$ cat src/rtl/tap_buffer_sequencer.sv
// Circular delay-line sequencer for the FIR sample RAM. Each accepted sample is written
// once, then the newest NTAPS samples are streamed out newest-first under t_valid/t_ready.
//
// Handshakes: a transfer happens on a rising clk edge where valid && ready are both high.
// A valid source holds its data stable until that edge. Ready may be driven by the sink
// independently of valid.
module tap_buffer_sequencer #(
    parameter int DATA_W = 64,
    parameter int ADDR_W = 8,
    parameter int NTAPS  = 256
) (
    input  logic              clk,
    input  logic              rst_n,
    input  logic              s_valid,
    output logic              s_ready,
    input  logic [DATA_W-1:0] s_data,
    output logic [DATA_W-1:0] ram_wdata,
    output logic [ADDR_W-1:0] ram_waddr,
    output logic              ram_we,
    output logic [ADDR_W-1:0] ram_raddr,
    input  logic [DATA_W-1:0] ram_rdata,
    output logic              t_valid,
    input  logic              t_ready,
    output logic [DATA_W-1:0] t_data,
    output logic [ADDR_W-1:0] t_idx,
    output logic              t_last
);

    typedef enum logic [1:0] {IDLE, WRITE, READ, DRAIN} state_t;

    localparam logic [ADDR_W:0] LAST_K  = (ADDR_W+1)'(NTAPS - 1);
    localparam logic [ADDR_W:0] NTAPS_K = (ADDR_W+1)'(NTAPS);

    state_t              state;
    logic [ADDR_W-1:0]   wr_ptr;
    logic [ADDR_W:0]     fill;
    logic [ADDR_W:0]     k;

    // Two-stage read tag pipeline: iss_* rides with ram_raddr, ret_* with ram_rdata.
    logic                iss_v, iss_zero, iss_last;
    logic [ADDR_W-1:0]   iss_idx;
    logic                ret_v, ret_zero, ret_last;
    logic [ADDR_W-1:0]   ret_idx;

    // Output FIFO sized so that every read already in the pipeline always has a slot.
    logic [DATA_W-1:0]   f_data [4];
    logic [ADDR_W-1:0]   f_idx  [4];
    logic                f_last [4];
    logic [1:0]          f_wp, f_rp;
    logic [2:0]          f_cnt;

    logic                pop;
    logic [2:0]          commit;
    logic                can_issue;

    assign pop       = t_valid && t_ready;
    assign commit    = f_cnt + {2'b0, iss_v} + {2'b0, ret_v} - {2'b0, pop};
    assign can_issue = (commit < 3'd3);

    assign t_valid = (f_cnt != 3'd0);
    assign t_data  = f_data[f_rp];
    assign t_idx   = f_idx[f_rp];
    assign t_last  = f_last[f_rp];

    always_ff @(posedge clk or negedge rst_n) begin
        if (!rst_n) begin
            state     <= IDLE;
            s_ready   <= 1'b0;
            ram_we    <= 1'b0;
            ram_waddr <= '0;
            ram_wdata <= '0;
            ram_raddr <= '0;
            wr_ptr    <= '0;
            fill      <= '0;
            k         <= '0;
            iss_v     <= 1'b0;
            iss_zero  <= 1'b0;
            iss_last  <= 1'b0;
            iss_idx   <= '0;
            ret_v     <= 1'b0;
            ret_zero  <= 1'b0;
            ret_last  <= 1'b0;
            ret_idx   <= '0;
        end else begin
            ram_we   <= 1'b0;
            iss_v    <= 1'b0;
            ret_v    <= iss_v;
            ret_zero <= iss_zero;
            ret_last <= iss_last;
            ret_idx  <= iss_idx;
            case (state)
                IDLE: begin
                    if (s_valid && s_ready) begin
                        ram_we    <= 1'b1;
                        ram_waddr <= wr_ptr;
                        ram_wdata <= s_data;
                        s_ready   <= 1'b0;
                        state     <= WRITE;
                    end else begin
                        s_ready <= 1'b1;
                    end
                end
                WRITE: begin
                    // Tap 0 read goes out on the cycle after the write, never colliding with it.
                    wr_ptr    <= wr_ptr + 1'b1;
                    fill      <= (fill == NTAPS_K) ? fill : fill + 1'b1;
                    ram_raddr <= ram_waddr;
                    iss_v     <= 1'b1;
                    iss_idx   <= '0;
                    iss_zero  <= 1'b0;
                    iss_last  <= (LAST_K == '0);
                    k         <= (ADDR_W+1)'(1);
                    state     <= (LAST_K == '0) ? DRAIN : READ;
                end
                READ: begin
                    if (can_issue) begin
                        ram_raddr <= ram_waddr - k[ADDR_W-1:0];
                        iss_v     <= 1'b1;
                        iss_idx   <= k[ADDR_W-1:0];
                        iss_zero  <= (k >= fill);
                        iss_last  <= (k == LAST_K);
                        k         <= k + 1'b1;
                        if (k == LAST_K) state <= DRAIN;
                    end
                end
                DRAIN: begin
                    if (pop && t_last) begin
                        s_ready <= 1'b1;
                        state   <= IDLE;
                    end
                end
                default: state <= IDLE;
            endcase
        end
    end

    always_ff @(posedge clk or negedge rst_n) begin
        if (!rst_n) begin
            f_wp  <= '0;
            f_rp  <= '0;
            f_cnt <= '0;
            for (int i = 0; i < 4; i++) begin
                f_data[i] <= '0;
                f_idx[i]  <= '0;
                f_last[i] <= 1'b0;
            end
        end else begin
            if (ret_v) begin
                f_data[f_wp] <= ret_zero ? '0 : ram_rdata;
                f_idx[f_wp]  <= ret_idx;
                f_last[f_wp] <= ret_last;
                f_wp         <= f_wp + 1'b1;
            end
            if (pop) f_rp <= f_rp + 1'b1;
            f_cnt <= f_cnt + {2'b0, ret_v} - {2'b0, pop};
        end
    end

endmodule

$ cat config.mk
export PLATFORM = sky130hd
export DESIGN_NAME = tap_buffer_sequencer
export DESIGN_NICKNAME = d
export VERILOG_FILES = /design/src/rtl/tap_buffer_sequencer.sv
export SDC_FILE = /design/constraint.sdc
export NUM_CORES = 1
export LEC_CHECK = 0
export ABC_AREA = 1
export ABC_CLOCK_PERIOD_IN_PS = 2450
export CORE_MARGIN = 5
export CORE_UTILIZATION = 44
export CTS_BUF_LIST = sky130_fd_sc_hd__clkbuf_8 sky130_fd_sc_hd__clkbuf_16
export DETAILED_ROUTE_END_ITERATION = 10
export PLACE_DENSITY = 0.69
export SLEW_MARGIN = 20
export SYNTH_ARGS = -nofsm -noshare
export SYNTH_HDL_FRONTEND = slang
export SYNTH_SLANG_ARGS = --single-unit
export TNS_END_PERCENT = 1
$ cat constraint.sdc
create_clock -name clk -period 2.45 [get_ports clk]
set_input_delay 0.49 -clock clk [delete_from_list [all_inputs] [get_ports clk]]
set_output_delay 0.49 -clock clk [all_outputs]
set_load 0.1 [all_outputs]
; ---- After elaboration in Yosys (flattened, before gate mapping)
; Index checks and enable logic that the tools add are counted.
[op_classes]
add_sub_neg = 11
n_eq_ne = 9
bitwise = 3
order_cmp = 5
n_reduce_logical = 13
n_mux = 41
[op_table]
columns = operator, count
row1 = $bwmux W256, 1
row2 = $mux W64, 4
row3 = $bmux W64 S2, 1
row4 = $demux W64 S2, 1
row5 = $mux W8, 5
row6 = $bwmux W32, 1
row7 = $pmux W8 S2, 2
row8 = $add A9 B1 Y9 const B, 2
row9 = $pmux W9 S2, 1
row10 = $bmux W8 S2, 1
row11 = $demux W8 S2, 1
row12 = $mux W1, 10
row13 = $add A3 B1 Y3, 3
row14 = $eq A9 B8 Y1 const B, 1
row15 = $eq A9 B9 Y1 const B, 1
row16 = $ge A9 B9 Y1, 1
row17 = $mux W9, 1
row18 = $add A8 B1 Y8 const B, 1
row19 = $mux W2, 4
row20 = $ne A2 B2 Y1 const B, 4
row21 = $pmux W1 S2, 4
row22 = $pmux W2 S4, 1
row23 = $reduce_and A2 Y1, 4
row24 = $sub A8 B8 Y8, 1
row25 = other kinds (17), 26
[totals]
in_bits = 132
reg_bits = 431

; ---- Depth between registers and ports, before layout
[depth]
depth_word = 7
ltp_mapped = 13
depth_no_buf = 13

; ---- Least setup slack after synthesis
; Ideal clock, no wire load.
[synth_timing]
path_type = reg-to-output
from = register f_rp[0]
to = output port t_data[61]
required_ns = 1.960
path_stages_with_launch = 7
t_arrival_ns = 2.511
slack_ns = -0.551
path_buffers = 3
path_cell_list = dfrtp_1 > buf_4 > inv_2 > buf_6 > clkbuf_1 > o21ai_0 > o22ai_1
[synth_via]
elab_chain_len = 4
[synth_lines]
columns = element, line
row1 = start: declaration, 49  ; logic [1:0] f_wp, f_rp;
row2 = start signal: assignment, 154  ; if (pop) f_rp <= f_rp + 1'b1;
row3 = $not A2 Y3 (not written as such), 61  ; assign t_data = f_data[f_rp];
row4 = $bmux W64 S2, 61
row5 = $mux W64 (not written as such) (2 in series), 61
row6 = end: declaration, 24  ; output logic [DATA_W-1:0] t_data,
; Every way passes these cells. The select of a mux whose other input is x is not followed.

; ---- Final worst setup path
[layout_timing]
from = register f_rp[0]
to = output port t_data[7]
; Same word-level chain as after synthesis.

==> flow_summary_export.csv <==
group,metric,value,unit
yosys,postSynthCellCount,2501,
final_layout,final_cell_mix,"1138 x nand2_1, 428 x dfrtp_1, 204 x nor2_1, 159 x inv_1, 130 x clkdlybuf4s50_1",
yosys,synth_top_area_cell,"dfrtp_1",
sta,post-route-period-util,106,%
yosys,post_synth.cell_area_avg,7.88,sq um
sta,worst-slew-pin-transition,562,ps
global_route,grt_start_max_net_pins,83,
placed_design,port_buffers,287,
final_layout,area_delta_synth_final,37.3,%
drt,drt_iter0_drc,1558,
sta,skew,9.54,ps
global_route,use_met1,31.1,%
final_layout,multiInputGateArea,8370,sq um
clock_tree,numCtsBuffers,47,
floorplanning,num_rows,77,
sta,rsz0062_at_grt,"true",
placed_design,dp.cells,3301,
clock_tree,cts_root_buf,"clkbuf_16",
floorplanning,die_area,49100,sq um
clock_tree,cts_max_path_buffers,3,
yosys,ys_seq_elements,431,
sta,slew_violations,0,
status,outcome,"complete, but fails checks",
min_path,min_path_type,"register to register",
drt,wl_per_cell,18.4,um
final_layout,drive_gt1_share,16.3,%
run,maxCapViolCount,0,
global_route,antenna_found_initial,2,
setup_path,critical_path_class,"register to primary output",
final_layout,regArea,10800,sq um
global_route,grt_pass1_vias,18144,
yosys,synth_top_cell_area_share,54.7,%
placed_design,place_hpwl,36600,um
min_path,min_from,"iss_idx[6]$_DFFE_PN0P_",
global_route,use_met2,40.0,%
setup_path,cp_max_fo,9,
placed_design,gp_congestion,0.825,
yosys,synthAdderAreaFrac,2.44,%
yosys,synth_seq_area_share,54.7,%
final_layout,nFillCells,3717,
final_layout,stdcell_count,3423,
clock_tree,clk_latency,570,ps
setup_path,r2r_start,"f_cnt[2]$_DFF_PN0_",
floorplanning,core,44200,sq um
sta,finalSetupTns,-5080,ps
drt,finalWirelength,63100,um
yosys,synth_top_family_by_area,"simple AND/OR/NAND/NOR gates",
global_route,use_met3,6.33,%
clock_tree,clock_sink_count,431,
clock_tree,cts_tree,"yes",
drt,final_antenna_net_count,0,
setup_path,critPathRequiredTime,1960,ps
floorplanning,fp.dieW,222,um
setup_path,worst_setup_path_end_kind,"primary output",
setup_path,start_kind,"register",
yosys,ys_top_cells_by_area,"dfrtp_1 55%, nand2_1 22%, o21ai_0 5.2%",
sta,max_slew_margin,62.5,%
status,violations,"setup timing",
drt,via_per_inst,5.23,
drt,firstDrtPassIters,6,
floorplanning,ios,288,
global_route,grt_usage,24.0,%
sta,max_freq,383,MHz
yosys,yosys.area_share.xor_xnor,0.978,%
sta,setup_viol_count_final,75,
floorplanning,chipHeight,222,um
global_route,grt_pass1_wl,97100,um
yosys,synth_mux_area_share,0,%
yosys,synth_fp_nets,2669,
sta,hold_violations,0,
sta,setup_slack,-158,ps
global_route,overflow,0,
drt,vias,17915,
global_route,top_usage_layer,"met2",
final_layout,nNetsFinal,2960,
clock_tree,cts_htree_levels,2,
drt,drc_errors,0,
final_layout,mostFrequentLayoutCell,"nand2_1",
yosys,yosysWarnings,0,
yosys,yosysUniqueCellTypes,31,
yosys,synthesis.area,19700,sq um
floorplanning,start_util,44.6,%
yosys,synth_compound_area_share,8.20,%
setup_path,crit_arrival,2120,ps
yosys,synthSimpleGateAreaFrac,27.5,%
sta,period_needed,2610,ps
setup_path,startpoint,"f_rp[0]$_DFFE_PN0P_",
clock_tree,cts.clk_slew.worst_paths,60,ps
[critical path: stages, from the launching register on]
cell and delay (ps):
dfrtp_4 470, buf_12 190, clkinv_8 120, clkbuf_16 190, o21ai_0 240, o22ai_2 140, buf_12 190
[final cells by class]
type	instances	share of cell area, %
inverter	158	2.31
timing repair buffer	379	18.1
tap	592	2.74
multi-input combinational	1773	30.9
clock buffer	63	5.24
antenna	2	0.0185
sequential	431	39.9
clock inverter	23	0.680
timing repair inverter	2	0.120
[metrics by stage]
| stage | instance area [sq um] | utilization, % | worst slack (ps) | hold slack (ps) |
|---|---|---|---|---|
| after floorplan | 19700 | - | -548 | 194 |
| after global placement | 24000 | 54.4 | -698 | 360 |
| after detailed placement | 24000 | 54.4 | -767 | 361 |
| after CTS | 26300 | 59.4 | -196 | 374 |
| after global routing | 27100 | 61.2 | -235 | 378 |
| final | 27100 | 61.2 | -158 | 371 |
[logic make-up after synthesis]
group | Yosys count
compound gates | 300
xor+xnor | 22
fa+ha+maj | 36
buf+inv | 297
flops | 431
simple gates | 1415
[Yosys cell counts]
master    instances
a21boi_0          1
a21boi_2          1
a21oi_1           6
and2_1            1
buf_1             1
buf_2            54
buf_4             3
buf_6             2
clkbuf_1         78
clkbuf_2          1
dfrtp_1         431
fa_1              4
ha_1             32
inv_1           149
inv_2             9
nand2_1        1143
nand2_2           2
nand3_1          18
nand3_2           4
nand3b_1          3
nand4_1          11
nand4_2           1
nor2_1          227
nor2_2            2
nor3_1            3
o21a_1            2
o21ai_0         204
o21ai_1           5
o22ai_1          81
xnor2_1           1
xor2_1           21
[sequential cells by signal, indices dropped and copies added (netlist names), 2 cells and up]
name and cells:
f_data 256, ram_wdata 64, f_idx 32, fill 9, k 9, iss_idx 8, ram_raddr 8, ram_waddr 8
ret_idx 8, wr_ptr 8, f_last 4, f_cnt 3, f_rp 2, f_wp 2, state 2
[timing repair]
item / 4_1_cts / 5_1_grt
resized for setup: 91 / 151
setup endpoints to repair: 101 / 103
cloned: 4 / 19
setup buffers: 5 / 7
hold endpoints to repair: 43 / 0
hold buffers: 1 / 0
pin swaps: 15 / 46
[path summary, 6_finish.rpt]
| kind | cells past startpoint | to | slack, ps |
|---|---|---|---|
| min | 0 | ret_idx[6]$_DFF_PN0_ | 370 |
| max reg2reg | 11 | k[3]$_DFFE_PN0P_ | 30 |
| max | 6 | t_data[7] | -160 |
| min reg2reg | 0 | ret_idx[6]$_DFF_PN0_ | 370 |
| min in group asynchronous | 2 | f_data[80]$_DFFE_PN0P_ | 450 |
| max in group asynchronous | 3 | f_data[25]$_DFFE_PN0P_ | 1220 |
[layer usage]
layer	share of wire [%]	wire length (um)
met5	0	0
met4	2.5	1590
met3	9.7	6140
met2	48	30000
met1	40	25400
Power is left out: the tool's default activity adds up to more than one toggle a clock period on the data nets, which glitch-free logic cannot reach.
